## config.mk

```make
export PLATFORM = sky130hd
export DESIGN_NAME = if_stage
export DESIGN_NICKNAME = d
export VERILOG_FILES = /design/src/rtl/if_stage.sv
export SDC_FILE = /design/constraint.sdc
export NUM_CORES = 1
export LEC_CHECK = 0
export CAP_MARGIN = 5
export CORE_UTILIZATION = 56
export CTS_BUF_LIST = sky130_fd_sc_hd__clkbuf_16
export CTS_CLUSTER_DIAMETER = 40
export DETAILED_ROUTE_END_ITERATION = 8
export PLACE_DENSITY_LB_ADDON = 0.12
export SLEW_MARGIN = 5
export SYNTH_ARGS = -nofsm -noshare
export SYNTH_HDL_FRONTEND = slang
export SYNTH_SLANG_ARGS = --single-unit
```

## constraint.sdc

```tcl
create_clock -name clk_i -period 8.4 [get_ports clk_i]
set_input_delay 2.52 -clock clk_i [delete_from_list [all_inputs] [get_ports clk_i]]
set_output_delay 2.52 -clock clk_i [all_outputs]
set_load 0.02 [all_outputs]
```

## src/rtl/if_stage.sv

```systemverilog
// if_stage: instruction fetch with credit-limited imem requests and an in-order response queue.
// Define IF_PERF_CNT_EN to add the fetch_count_o / bubble_count_o performance counters.
//
// state   | meaning
// S_IDLE  | first cycle after reset release, no requests
// S_FETCH | normal fetching, no stale responses in flight
// S_DRAIN | stale responses from before a redirect still in flight; new fetches continue
module if_stage #(
   parameter int                   WORD_SIZE  = 32,
   parameter int                   ADDR_SIZE  = 10,
   parameter logic [ADDR_SIZE-1:0] RESET_PC   = '0,
   parameter int                   FIFO_DEPTH = 2
) (
   input  logic                 clk_i,
   input  logic                 rst_ni,
   input  logic                 stall_i,
   input  logic                 redirect_i,
   input  logic [ADDR_SIZE-1:0] redirect_pc_i,
   output logic                 imem_req_o,
   output logic [ADDR_SIZE-1:0] imem_addr_o,
   input  logic                 imem_gnt_i,
   input  logic                 imem_rvalid_i,
   input  logic [WORD_SIZE-1:0] imem_rdata_i,
   output logic [ADDR_SIZE-1:0] pc_out_o,
   output logic [WORD_SIZE-1:0] instr_out_o,
   output logic                 instr_valid_o
`ifdef IF_PERF_CNT_EN
   ,
   output logic [31:0]          fetch_count_o,
   output logic [31:0]          bubble_count_o
`endif
);

   localparam int PW = $clog2(FIFO_DEPTH);
   localparam int CW = PW + 1;
   // Stale responses do not consume credit, so the discard count gets headroom beyond FIFO_DEPTH.
   localparam int DW = 8;
   localparam logic [WORD_SIZE-1:0] NOP   = WORD_SIZE'(32'h0000_0013);
   localparam logic [ADDR_SIZE-1:0] ALIGN = ~ADDR_SIZE'(3);
   localparam logic [CW:0]          DEPTH = (CW+1)'(FIFO_DEPTH);

   typedef enum logic [1:0] {S_IDLE, S_FETCH, S_DRAIN} state_e;

   state_e               state_q, state_d;
   logic [ADDR_SIZE-1:0] pc_q, pc_d, resp_pc_q, resp_pc_d;
   logic [CW-1:0]        outs_q, outs_d;
   logic [DW-1:0]        discard_q, discard_d;
   logic [PW:0]          rd_ptr_q, rd_ptr_d, wr_ptr_q, wr_ptr_d;
   logic [ADDR_SIZE-1:0] fifo_pc_q    [FIFO_DEPTH];
   logic [WORD_SIZE-1:0] fifo_instr_q [FIFO_DEPTH];

   logic [CW-1:0] occ;
   logic [PW-1:0] rd_idx;
   logic          empty, rsp_drop, rsp_take, credit, req, issue, push, pop;

   always_comb begin
      occ       = wr_ptr_q - rd_ptr_q;
      rd_idx    = rd_ptr_q[PW-1:0];
      empty     = (occ == '0);
      rsp_drop  = imem_rvalid_i && (discard_q != '0);
      rsp_take  = imem_rvalid_i && (discard_q == '0) && (outs_q != '0);
      credit    = ({1'b0, outs_q} + {1'b0, occ}) < DEPTH;
      req       = (state_q != S_IDLE) && !redirect_i && credit;
      issue     = req && imem_gnt_i;
      push      = rsp_take && !redirect_i;
      pop       = !empty && !stall_i && !redirect_i;
      pc_d      = pc_q;
      resp_pc_d = resp_pc_q;
      outs_d    = outs_q;
      discard_d = discard_q - DW'(rsp_drop);
      rd_ptr_d  = rd_ptr_q;
      wr_ptr_d  = wr_ptr_q;
      if (redirect_i) begin
         // A same-cycle live response belongs to the old stream: drop it instead of discarding later.
         pc_d      = redirect_pc_i & ALIGN;
         resp_pc_d = redirect_pc_i & ALIGN;
         discard_d = discard_q - DW'(rsp_drop) + DW'(outs_q) - DW'(rsp_take);
         outs_d    = '0;
         rd_ptr_d  = '0;
         wr_ptr_d  = '0;
      end else begin
         if (issue) pc_d = pc_q + ADDR_SIZE'(4);
         if (push) begin
            resp_pc_d = resp_pc_q + ADDR_SIZE'(4);
            wr_ptr_d  = wr_ptr_q + (PW+1)'(1);
         end
         if (pop) rd_ptr_d = rd_ptr_q + (PW+1)'(1);
         outs_d = outs_q + CW'(issue) - CW'(rsp_take);
      end
      state_d = (discard_d != '0) ? S_DRAIN : S_FETCH;
   end

   always_ff @(posedge clk_i or negedge rst_ni) begin
      if (!rst_ni) begin
         state_q   <= S_IDLE;
         pc_q      <= RESET_PC;
         resp_pc_q <= RESET_PC & ALIGN;
         outs_q    <= '0;
         discard_q <= '0;
         rd_ptr_q  <= '0;
         wr_ptr_q  <= '0;
      end else begin
         state_q   <= state_d;
         pc_q      <= pc_d;
         resp_pc_q <= resp_pc_d;
         outs_q    <= outs_d;
         discard_q <= discard_d;
         rd_ptr_q  <= rd_ptr_d;
         wr_ptr_q  <= wr_ptr_d;
      end
   end

   always_ff @(posedge clk_i) begin
      if (push) begin
         fifo_pc_q[wr_ptr_q[PW-1:0]]    <= resp_pc_q;
         fifo_instr_q[wr_ptr_q[PW-1:0]] <= imem_rdata_i;
      end
   end

   assign imem_req_o    = req;
   assign imem_addr_o   = pc_q & ALIGN;
   assign instr_valid_o = !empty;
   assign pc_out_o      = empty ? '0 : fifo_pc_q[rd_idx];
   assign instr_out_o   = empty ? NOP : fifo_instr_q[rd_idx];

`ifdef IF_PERF_CNT_EN
   logic [31:0] fetch_cnt_q, bubble_cnt_q;

   always_ff @(posedge clk_i or negedge rst_ni) begin
      if (!rst_ni) begin
         fetch_cnt_q  <= '0;
         bubble_cnt_q <= '0;
      end else begin
         if (!empty && !stall_i) fetch_cnt_q <= fetch_cnt_q + 32'd1;
         if ((state_q != S_IDLE) && empty && !stall_i) bubble_cnt_q <= bubble_cnt_q + 32'd1;
      end
   end

   assign fetch_count_o  = fetch_cnt_q;
   assign bubble_count_o = bubble_cnt_q;
`endif

   a_rvalid_expected: assert property (@(posedge clk_i) disable iff (!rst_ni)
      !(imem_rvalid_i && (outs_q == '0) && (discard_q == '0)));

endmodule

```

==> metrics <==
status finished with violations; violated checks DRC; met2 routed WL 4890 um; I/O Buffers 95; Initial DRT Pass Iterations 9; fin area 0.00654 mm^2; number of gates resized after cts 0; number of global-route vias before repair 3316; total track usage 0.219; R2R Path Start discard_q[3]; n_diodes 0; Pins Over Slew Limit 0; endpoint of the worst hold path fifo_pc_q[0][7]; Placer Congestion 0.838; worst min-delay path class reg2reg; Tmin final 6860 ps; clk root buf clkbuf_16; fin worst setup slack 1540 ps; Final Hold Vio Count 0; Mapped Cells 408; Synth top area share 0.461; core area 0.00885 mm^2; sequential area share after synthesis 0.615; M1 WL 4460 um; Starting DRT DRC Count 141; Starting Density 0.589; Routed Wire Length 10000 um; Post-synth EDFFs 80; highest routed layer met4; Mapped Avg Cell Area 12.8 um^2; commonest non-fill, non-tap cell in the layout clkdlybuf4s50_1; CTS sink cnt 112; die area 0.00969 mm^2; hold_buf cts 0; top cell type by total area after synthesis edfxtp_1; hold depth 0; drt drc 8; crit path kind in2out; Slew headroom 0.517; LEAKAGE 2.32 nW; Ys Warns 0; share of post-route cells with drive strength above 1 0.0750; DR WL met3 582 um; Worst Max-Slew Pin Slew 724 ps; flops & latches, synth 112; data required time of the worst path 5880 ps; final setup violation count 0; DP Worst Slack 1560 ps; synth unique cells 52; FF/Latch Area 0.00320 mm^2; max-cap violations 0; first-pass GRT wire length 16400 um; R2R Setup Slk 3930 ps; CP Launch Type input port; number of cell rows 34; area of the multi-input gates 0.00185 mm^2; gr ovfl total 0; largest cells by area after synthesis edfxtp_1 46%, dfrtp_1 15%, mux2i_1 8.3%; Die W 98.4 um; Power Density 330 mW/mm^2; Max Freq 0.146 GHz; DR vias 3370; Final Net Count 566; synthesis-to-finish area growth 25.5%; TNS Setup 0 ps; IR drop worst, VDD 0.000247 V; R2R cell count 15; initial antenna violation count 0; Die Height 98.4 um; TritonCTS clock tree yes; Crit Path Max Fanout 28; # Post-CTS Setup Buffers 0; Synth async-reset ratio 0.286; reg-to-reg endpoint state_q[0]; WL/cell 16.3 um; placed cell area 0.00625 mm^2; Skew-Pair Late Insertion Delay 350 ps; CTS clk-pin slew, worst paths 80 ps; final period utilization 0.816; nature of the critical path endpoint output port; CTS Buf Count 9; HP Start resp_pc_q[7]; Core Util, Final 0.739; Avg Vias per Cell 5.48; synthesized cell area 0.00521 mm^2; I/O pin count 102; overall power 2.16 mW; DP HPWL 6600 um; Primary FF master, synth edfxtp_1; Fill cells 595; largest net degree at the start of global routing 43; Worst EP arrival 4340 ps; Antenna Violating Nets Remaining 0; Layout Skew 11.1 ps; commonest non-fill, non-tap cells in the layout 95 x clkdlybuf4s50_1, 80 x edfxtp_1, 53 x nor2_1; RSZ-0062 raised after global routing no; CTS max path bufs 2; H-tree lvl count 3
[worst max-delay path: stages]
cell             delay (ps)
clkdlybuf4s50_1         400
buf_4                   230
inv_2                   280
o2111a_1                280
clkdlybuf4s50_1         610
[cells in the mapped netlist (all sizes together), types with 3 or more instances]
cell,instances
edfxtp,80
nor2,54
mux2i,43
dfrtp,32
nand2,23
inv,18
xor2,16
ha,14
o21ai,14
a21oi,13
xnor2,13
buf,12
clkbuf,9
nand3,8
and3,6
nand4,6
and2,4
nor4,4
nor3b,3
o311ai,3
o31ai,3
or3,3
[stage by stage]
step	hold WS, ps	cells
after floorplan	463	411
after global placement	483	599
after detailed placement	490	599
after CTS	508	615
after global routing	533	615
final	512	615
[power breakdown]
| group | switching, mW | internal [mW] | leakage (nW) |
|---|---|---|---|
| sequential | 0.0505 | 0.631 | 1.10 |
| combinational | 0.598 | 0.474 | 1.08 |
| clock | 0.198 | 0.205 | 0.142 |
| total | 0.846 | 1.31 | 2.32 |
[per-layer routing]
layer | track usage | vias to the layer above
met4 | 0.0700 | 0
met2 | 0.356 | 80
met1 | 0.303 | 1635
met5 | 0 | -
met3 | 0.0411 | 7
li1 | - | 1648
[state kept, by name, summed over array words and instances, names as in the netlist]
| name | count |
|---|---|
| outs_q | 2 |
| discard_q | 8 |
| rd_ptr_q | 2 |
| fifo_pc_q | 16 |
| state_q | 2 |
| pc_q | 8 |
| fifo_instr_q | 64 |
| wr_ptr_q | 2 |
| resp_pc_q | 8 |
[worst max-delay path by stage]
| stage | startpoint | endpoint | slack, ps |
|---|---|---|---|
| 3_5_place_dp | redirect_i | imem_req_o | 1560 |
| 6_report | redirect_i | imem_req_o | 1540 |
| 3_3_place_gp | redirect_i | imem_req_o | 1560 |
| 2_1_floorplan | redirect_i | fifo_instr_q[0][0] | 1020 |
| 5_1_grt | redirect_i | imem_req_o | 1450 |
| 4_1_cts | redirect_i | imem_req_o | 1550 |
[cell families (layout without fill, tap and decap cells)]
kind of cell / count (synthesis) / in the layout / share of synthesized area
other: 1 / 4 / 0.000720
AND/OR/NAND/NOR: 122 / 122 / 0.115
buffers and inverters: 39 / 135 / 0.0346
adder cells (fa/ha/maj): 16 / 16 / 0.0413
multiplexers: 45 / 45 / 0.0870
AO/OA/AOI/OAI: 44 / 44 / 0.0545
flip-flops: 112 / 112 / 0.615
XOR/XNOR: 29 / 29 / 0.0516
[cell type report]
| cell class | count | area share |
|---|---|---|
| sequential | 112 | 0.490 |
| multi-input combinational | 260 | 0.283 |
| timing repair buffer | 101 | 0.152 |
| clock buffer | 9 | 0.0345 |
| tap | 108 | 0.0207 |
| inverter | 18 | 0.0103 |
| clock inverter | 7 | 0.00881 |
Power figures use the tool's default switching activity.
